--- config.mk ---
export PLATFORM = sky130hd
export DESIGN_NAME = rr_onehot_grant
export DESIGN_NICKNAME = d
export VERILOG_FILES = /design/src/rtl/rr_arb_pkg.sv /design/src/rtl/rr_prio_pick.sv /design/src/rtl/rr_onehot_grant.sv
export SDC_FILE = /design/constraint.sdc
export NUM_CORES = 1
export LEC_CHECK = 0
export CAP_MARGIN = 10
export CORE_MARGIN = 5
export CORE_UTILIZATION = 25
export DETAILED_ROUTE_END_ITERATION = 7
export PLACE_DENSITY = 0.52
export SKIP_LAST_GASP = 1
export SYNTH_ARGS = -nofsm -noshare
export SYNTH_HDL_FRONTEND = slang
export SYNTH_SLANG_ARGS = --single-unit
--- constraint.sdc ---
create_clock -name clk_i -period 1.8 [get_ports clk_i]
set_input_delay 0.36 -clock clk_i [delete_from_list [all_inputs] [get_ports clk_i]]
set_output_delay 0.36 -clock clk_i [all_outputs]
set_load 0.02 [all_outputs]
--- src/rtl/rr_arb_pkg.sv ---
// Shared definitions for the round-robin one-hot grant arbiter.
//
// Contents:
//   rr_state_e    - arbiter FSM state (idle / holding a grant)
//   idx_width()   - index width for n requesters, never less than 1
//   idx_wrap_inc()- increment an index, wrapping from n-1 back to 0
package rr_arb_pkg;

    typedef enum logic [0:0] {
        StIdle = 1'b0,
        StHold = 1'b1
    } rr_state_e;

    // $clog2(1) is 0, which cannot size a port; clamp to 1.
    function automatic int unsigned idx_width(input int unsigned n);
        return (n > 1) ? $clog2(n) : 1;
    endfunction

    // Explicit wrap so non-power-of-2 counts never produce an index >= n.
    function automatic int unsigned idx_wrap_inc(input int unsigned idx, input int unsigned n);
        return (idx >= n - 1) ? 0 : idx + 1;
    endfunction

endpackage

--- src/rtl/rr_prio_pick.sv ---
// Circular priority picker (purely combinational).
//
// Returns the first set bit of req_i at or above ptr_i, wrapping from N-1 to 0.
// Requests at or above the pointer are searched first; if none exist the full
// request vector is searched, which yields the wrapped-around winner.
//
// Ports:
//   req_i   [N-1:0]     request vector
//   ptr_i   [IDX_W-1:0] priority pointer (lowest index with top priority)
//   idx_o   [IDX_W-1:0] winning index (0 when nothing is requested)
//   found_o             at least one request present
module rr_prio_pick import rr_arb_pkg::*; #(
    parameter int unsigned N     = 4,
    parameter int unsigned IDX_W = idx_width(N)
) (
    input  logic [N-1:0]     req_i,
    input  logic [IDX_W-1:0] ptr_i,
    output logic [IDX_W-1:0] idx_o,
    output logic             found_o
);

    logic [N-1:0]     masked;
    logic [IDX_W-1:0] idx_hi;
    logic [IDX_W-1:0] idx_lo;
    logic             found_hi;

    always_comb begin
        masked   = '0;
        idx_hi   = '0;
        idx_lo   = '0;
        found_hi = 1'b0;
        for (int i = 0; i < int'(N); i++) begin
            masked[i] = req_i[i] && (IDX_W'(i) >= ptr_i);
        end
        // Scan downward so the last hit taken is the lowest set index.
        for (int i = int'(N) - 1; i >= 0; i--) begin
            if (masked[i]) begin
                idx_hi   = IDX_W'(i);
                found_hi = 1'b1;
            end
            if (req_i[i]) begin
                idx_lo = IDX_W'(i);
            end
        end
        found_o = |req_i;
        idx_o   = found_hi ? idx_hi : idx_lo;
    end

endmodule

--- src/rtl/rr_onehot_grant.sv ---
// Round-robin arbiter with registered one-hot grant and valid/ready handshake.
//
// A grant, once issued, is held (sticky) until the consumer accepts it. On
// accept the priority pointer moves just past the accepted index and a new
// winner is loaded in the same cycle, so grants can stream one per cycle.
//
// Ports:
//   clk_i        clock, rising edge
//   rst_i        synchronous active-high reset
//   req_i        [N-1:0] request vector
//   gnt_ready_i  consumer accepts the current grant
//   gnt_o        [N-1:0] registered grant, zero or one-hot
//   gnt_valid_o  gnt_o holds a live grant
//   gnt_idx_o    [IDX_W-1:0] binary index of the set bit in gnt_o
//   gnt_err_o    sticky grant integrity error
//
// Build option RR_ONEHOT_GRANT_CHECK_EN: when defined, an integrity checker
// watches the grant registers and sets gnt_err_o; otherwise gnt_err_o is 0.
module rr_onehot_grant import rr_arb_pkg::*; #(
    parameter int unsigned N     = 4,
    parameter int unsigned IDX_W = idx_width(N)
) (
    input  logic             clk_i,
    input  logic             rst_i,
    input  logic [N-1:0]     req_i,
    input  logic             gnt_ready_i,
    output logic [N-1:0]     gnt_o,
    output logic             gnt_valid_o,
    output logic [IDX_W-1:0] gnt_idx_o,
    output logic             gnt_err_o
);

    rr_state_e        state_q, state_d;
    logic [N-1:0]     gnt_q, gnt_d;
    logic [IDX_W-1:0] gnt_idx_q, gnt_idx_d;
    logic [IDX_W-1:0] ptr_q, ptr_d;

    logic             accept;
    logic [IDX_W-1:0] ptr_next;
    logic [IDX_W-1:0] pick_ptr;
    logic [IDX_W-1:0] win_idx;
    logic             win_found;

    assign accept   = (state_q == StHold) && gnt_ready_i;
    assign ptr_next = IDX_W'(idx_wrap_inc(32'(gnt_idx_q), N));
    // On accept the next winner must already honour the advanced pointer.
    assign pick_ptr = accept ? ptr_next : ptr_q;

    rr_prio_pick #(
        .N     (N),
        .IDX_W (IDX_W)
    ) u_pick (
        .req_i   (req_i),
        .ptr_i   (pick_ptr),
        .idx_o   (win_idx),
        .found_o (win_found)
    );

    always_comb begin
        state_d   = state_q;
        gnt_d     = gnt_q;
        gnt_idx_d = gnt_idx_q;
        ptr_d     = ptr_q;
        // Load a new grant from idle, or right after an accept.
        if ((state_q == StIdle) || accept) begin
            if (accept) begin
                ptr_d = ptr_next;
            end
            if (win_found) begin
                gnt_d          = '0;
                gnt_d[win_idx] = 1'b1;
                gnt_idx_d      = win_idx;
                state_d        = StHold;
            end else begin
                gnt_d     = '0;
                gnt_idx_d = '0;
                state_d   = StIdle;
            end
        end
    end

    always_ff @(posedge clk_i) begin
        if (rst_i) begin
            state_q   <= StIdle;
            gnt_q     <= '0;
            gnt_idx_q <= '0;
            ptr_q     <= '0;
        end else begin
            state_q   <= state_d;
            gnt_q     <= gnt_d;
            gnt_idx_q <= gnt_idx_d;
            ptr_q     <= ptr_d;
        end
    end

    assign gnt_o       = gnt_q;
    assign gnt_valid_o = (state_q == StHold);
    assign gnt_idx_o   = gnt_idx_q;

`ifdef RR_ONEHOT_GRANT_CHECK_EN
    // H/Z/F reduction: Zero bits set, one Hot bit, or Fault (two or more).
    localparam logic [1:0] HzfZ = 2'd0;
    localparam logic [1:0] HzfH = 2'd1;
    localparam logic [1:0] HzfF = 2'd2;

    function automatic logic [1:0] hzf_join(input logic [1:0] a, input logic [1:0] b);
        if ((a == HzfF) || (b == HzfF)) return HzfF;
        if ((a == HzfH) && (b == HzfH)) return HzfF;
        if ((a == HzfH) || (b == HzfH)) return HzfH;
        return HzfZ;
    endfunction

    logic [1:0] hzf;
    logic       idx_bad;
    logic       err_now;
    logic       err_q;

    always_comb begin
        hzf = HzfZ;
        for (int i = 0; i < int'(N); i++) begin
            hzf = hzf_join(hzf, gnt_q[i] ? HzfH : HzfZ);
        end
        idx_bad = (32'(gnt_idx_q) >= N) || !gnt_q[gnt_idx_q];
        if (gnt_valid_o) begin
            err_now = (hzf != HzfH) || idx_bad;
        end else begin
            err_now = (hzf != HzfZ) || (gnt_idx_q != '0);
        end
    end

    always_ff @(posedge clk_i) begin
        if (rst_i) begin
            err_q <= 1'b0;
        end else if (err_now) begin
            err_q <= 1'b1;
        end
    end

    assign gnt_err_o = err_q;

`ifndef SYNTHESIS
    always_ff @(posedge clk_i) begin
        if (!rst_i) begin
            assert (!err_now) else $error("rr_onehot_grant: grant integrity violation");
        end
    end
`endif
`else
    assign gnt_err_o = 1'b0;
`endif

endmodule
==> run summary <==
status = finished clean
routability cong. = 0.766
Detail Route Antenna Nets = 0
commonest non-fill, non-tap cell in the layout = buf_4
HPWL after DPL = 932 um
core area = 1940 sq um
Worst Hold Class = register to register
Via density = 4.33
Die Ht = 54.9 um
crit path time final = 1.72 ns
share of cells above drive strength 1 = 40.2%
die area = 3010 sq um
clk sink count = 9
Peak supply drop = 0.000406 V
# rows = 16
DR vias = 472
number of global-route vias before repair = 504
Synth top area share = 35.8%
die width = 54.9 um
Avg WL per Cell = 11.5 um
synthesized area per cell = 9.67 sq um
max_cap viols = 0
Mapped Nets = 60
Root Driver = clkbuf_4
Ant. Diodes = 0
cell area after layout = 835 sq um
Num CTS Buffers = 3
Synth cell types = 30
Yosys warnings = 0
R2R depth = 7
DR iter-0 viols = 1
critical path class = primary input to register
Cell Area, Placed = 762 sq um
required time of the critical path = 1.97 ns
Fmax achieved = 582 MHz
Starting Density = 25.9%
Boundary Pins = 15
pre-CTS setup slack = -0.422 ns
leak pwr = 0.000358 uW
Slew Limit Fails = 0
CTS HTree Levels = 1
Layout area overhead = 65.9%
Arr. time, crit path = 1.89 ns
Post-synth EDFFs = 0
largest net degree at the start of global routing = 8
Layout fillers = 214
# setup viols final = 0
clock latency on the worst-skew pair = 0.26 ns
Synth area leader = dfxtp_1
# hold bufs at CTS = 0
Final Net Count = 91
Worst Skew = 0.00173 ns
CP Max Fanout = 5
Synth Register Bits = 9
reg2reg start = gnt_idx_o[0]$_SDFFE_PP0P_
Mapped Area = 503 sq um
Fin. Hold Viols = 0
ys async rst share = 0%
global-route wire length before repair = 2.07 mm
setup ws final = 0.0823 ns
initial antenna violation count = 0
1st-pass router iterations = 4
reg2reg end = gnt_o[1]$_SDFFE_PP0P_
Total GRT Usage = 9.97%
Post-Syn Instances = 52
port bufs = 13
r2r setup slk = 0.09 ns
Worst-path clk slew = 0.06 ns
CTS tree = done
Power Density = 693 nW/um^2
Crit. End Element = register
crit path launch type = primary input
Post-route DRC = 0
register area share after synthesis = 35.8%
CP endpoint = gnt_o[0]$_SDFFE_PP0P_
RSZ-0062 raised after global routing = false
most frequent cells in the layout = buf_4, clkdlybuf4s50_1, nor2_1, dfxtp_1, nand2_1
GRT overflow = 0
WL final = 1.25 mm
crit share post-route = 95.4%
clk buf depth = 2
crit path from = req_i[0]
top cells by area, synth = dfxtp_1, nor2_1, a221oi_4
dominant synthesized flop cell = dfxtp_1
Finished Core Util = 43.0%
## cells in the mapped netlist, types with 2 or more instances
library cell	count
dfxtp_1	9
nor2_1	8
nand2_1	4
a21oi_1	3
inv_1	2
mux2i_1	2
## timing repair
item / in CTS / in global routing
cloned: 0 / 0
setup buffers: 0 / 1
setup endpoints to repair: 6 / 5
gates resized for setup: 5 / 4
pin swaps: 2 / 1
## final cells by class
type	instances	area, sq um	share of cell area (%)
Timing Repair Buffer	28	241	28.9
Sequential cell	9	183	21.9
Inverter	2	7.51	0.900
Tap cell	27	33.8	4.05
Multi-Input combinational cell	39	343	41.1
Clock buffer	4	26.3	3.15
## worst max-delay path, stage by stage
cell,delay [ns]
clkdlybuf4s50_1,0.48
inv_1,0.08
o41ai_4,0.40
buf_4,0.18
a221oi_4,0.04
buf_4,0.15
o41ai_2,0.19
## sequential cells by signal (all words and copies together), names as in the netlist
signal and cells:
ptr_q 2, gnt_valid_o 1, gnt_o 4, gnt_idx_o 2
## worst min path at each step
stage	slack [ns]	startpoint	endpoint	cells past startpoint
4_1_cts	0.47	gnt_o[2]$_SDFFE_PP0P_	gnt_o[2]$_SDFFE_PP0P_	2
3_3_place_gp	0.45	gnt_o[0]$_SDFFE_PP0P_	gnt_o[0]$_SDFFE_PP0P_	2
6_report	0.46	gnt_o[0]$_SDFFE_PP0P_	gnt_o[0]$_SDFFE_PP0P_	2
5_1_grt	0.51	gnt_o[1]$_SDFFE_PP0P_	gnt_o[1]$_SDFFE_PP0P_	1
3_5_place_dp	0.44	gnt_o[0]$_SDFFE_PP0P_	gnt_o[0]$_SDFFE_PP0P_	2
2_1_floorplan	0.50	gnt_idx_o[0]$_SDFFE_PP0P_	gnt_idx_o[0]$_SDFFE_PP0P_	2
## power by group
group	leakage [uW]	total, uW	internal (uW)	switching (uW)
clock network	0.0000150	159	85.6	73.1
registers	0.0000747	225	214	10.7
logic	0.000268	195	104	90.3
## metal layers
layer / share of wire, % / GRT usage (%)
met5: 0 / 0
met4: 2.6 / 7.47
met3: 5.5 / 1.91
met2: 40 / 14.6
met1: 52 / 12.8
## cell families (layout without fill, tap and decap cells)
| kind of cell | Yosys count | in the layout | synth area share, % |
|---|---|---|---|
| other cells | 1 | 1 | 0.746 |
| fa+ha+maj | 1 | 1 | 2.49 |
| compound gates | 13 | 13 | 26.1 |
| buf+inv | 4 | 34 | 3.73 |
| simple gates | 20 | 20 | 19.7 |
| mux | 4 | 4 | 11.4 |
| flops | 9 | 9 | 35.8 |
## metrics by stage
| stage | setup TNS, ns | hold slack [ns] | power [uW] | std cells |
|---|---|---|---|---|
| 2_1_floorplan | 0 | 0.500 | 323 | 52 |
| 3_3_place_gp | -2.19 | 0.451 | 405 | 104 |
| 3_5_place_dp | -2.26 | 0.443 | 405 | 104 |
| 4_1_cts | 0 | 0.466 | 581 | 108 |
| 5_1_grt | 0 | 0.507 | 616 | 109 |
| 6_report | 0 | 0.460 | 578 | 109 |
(Power assumes the default switching activity.)
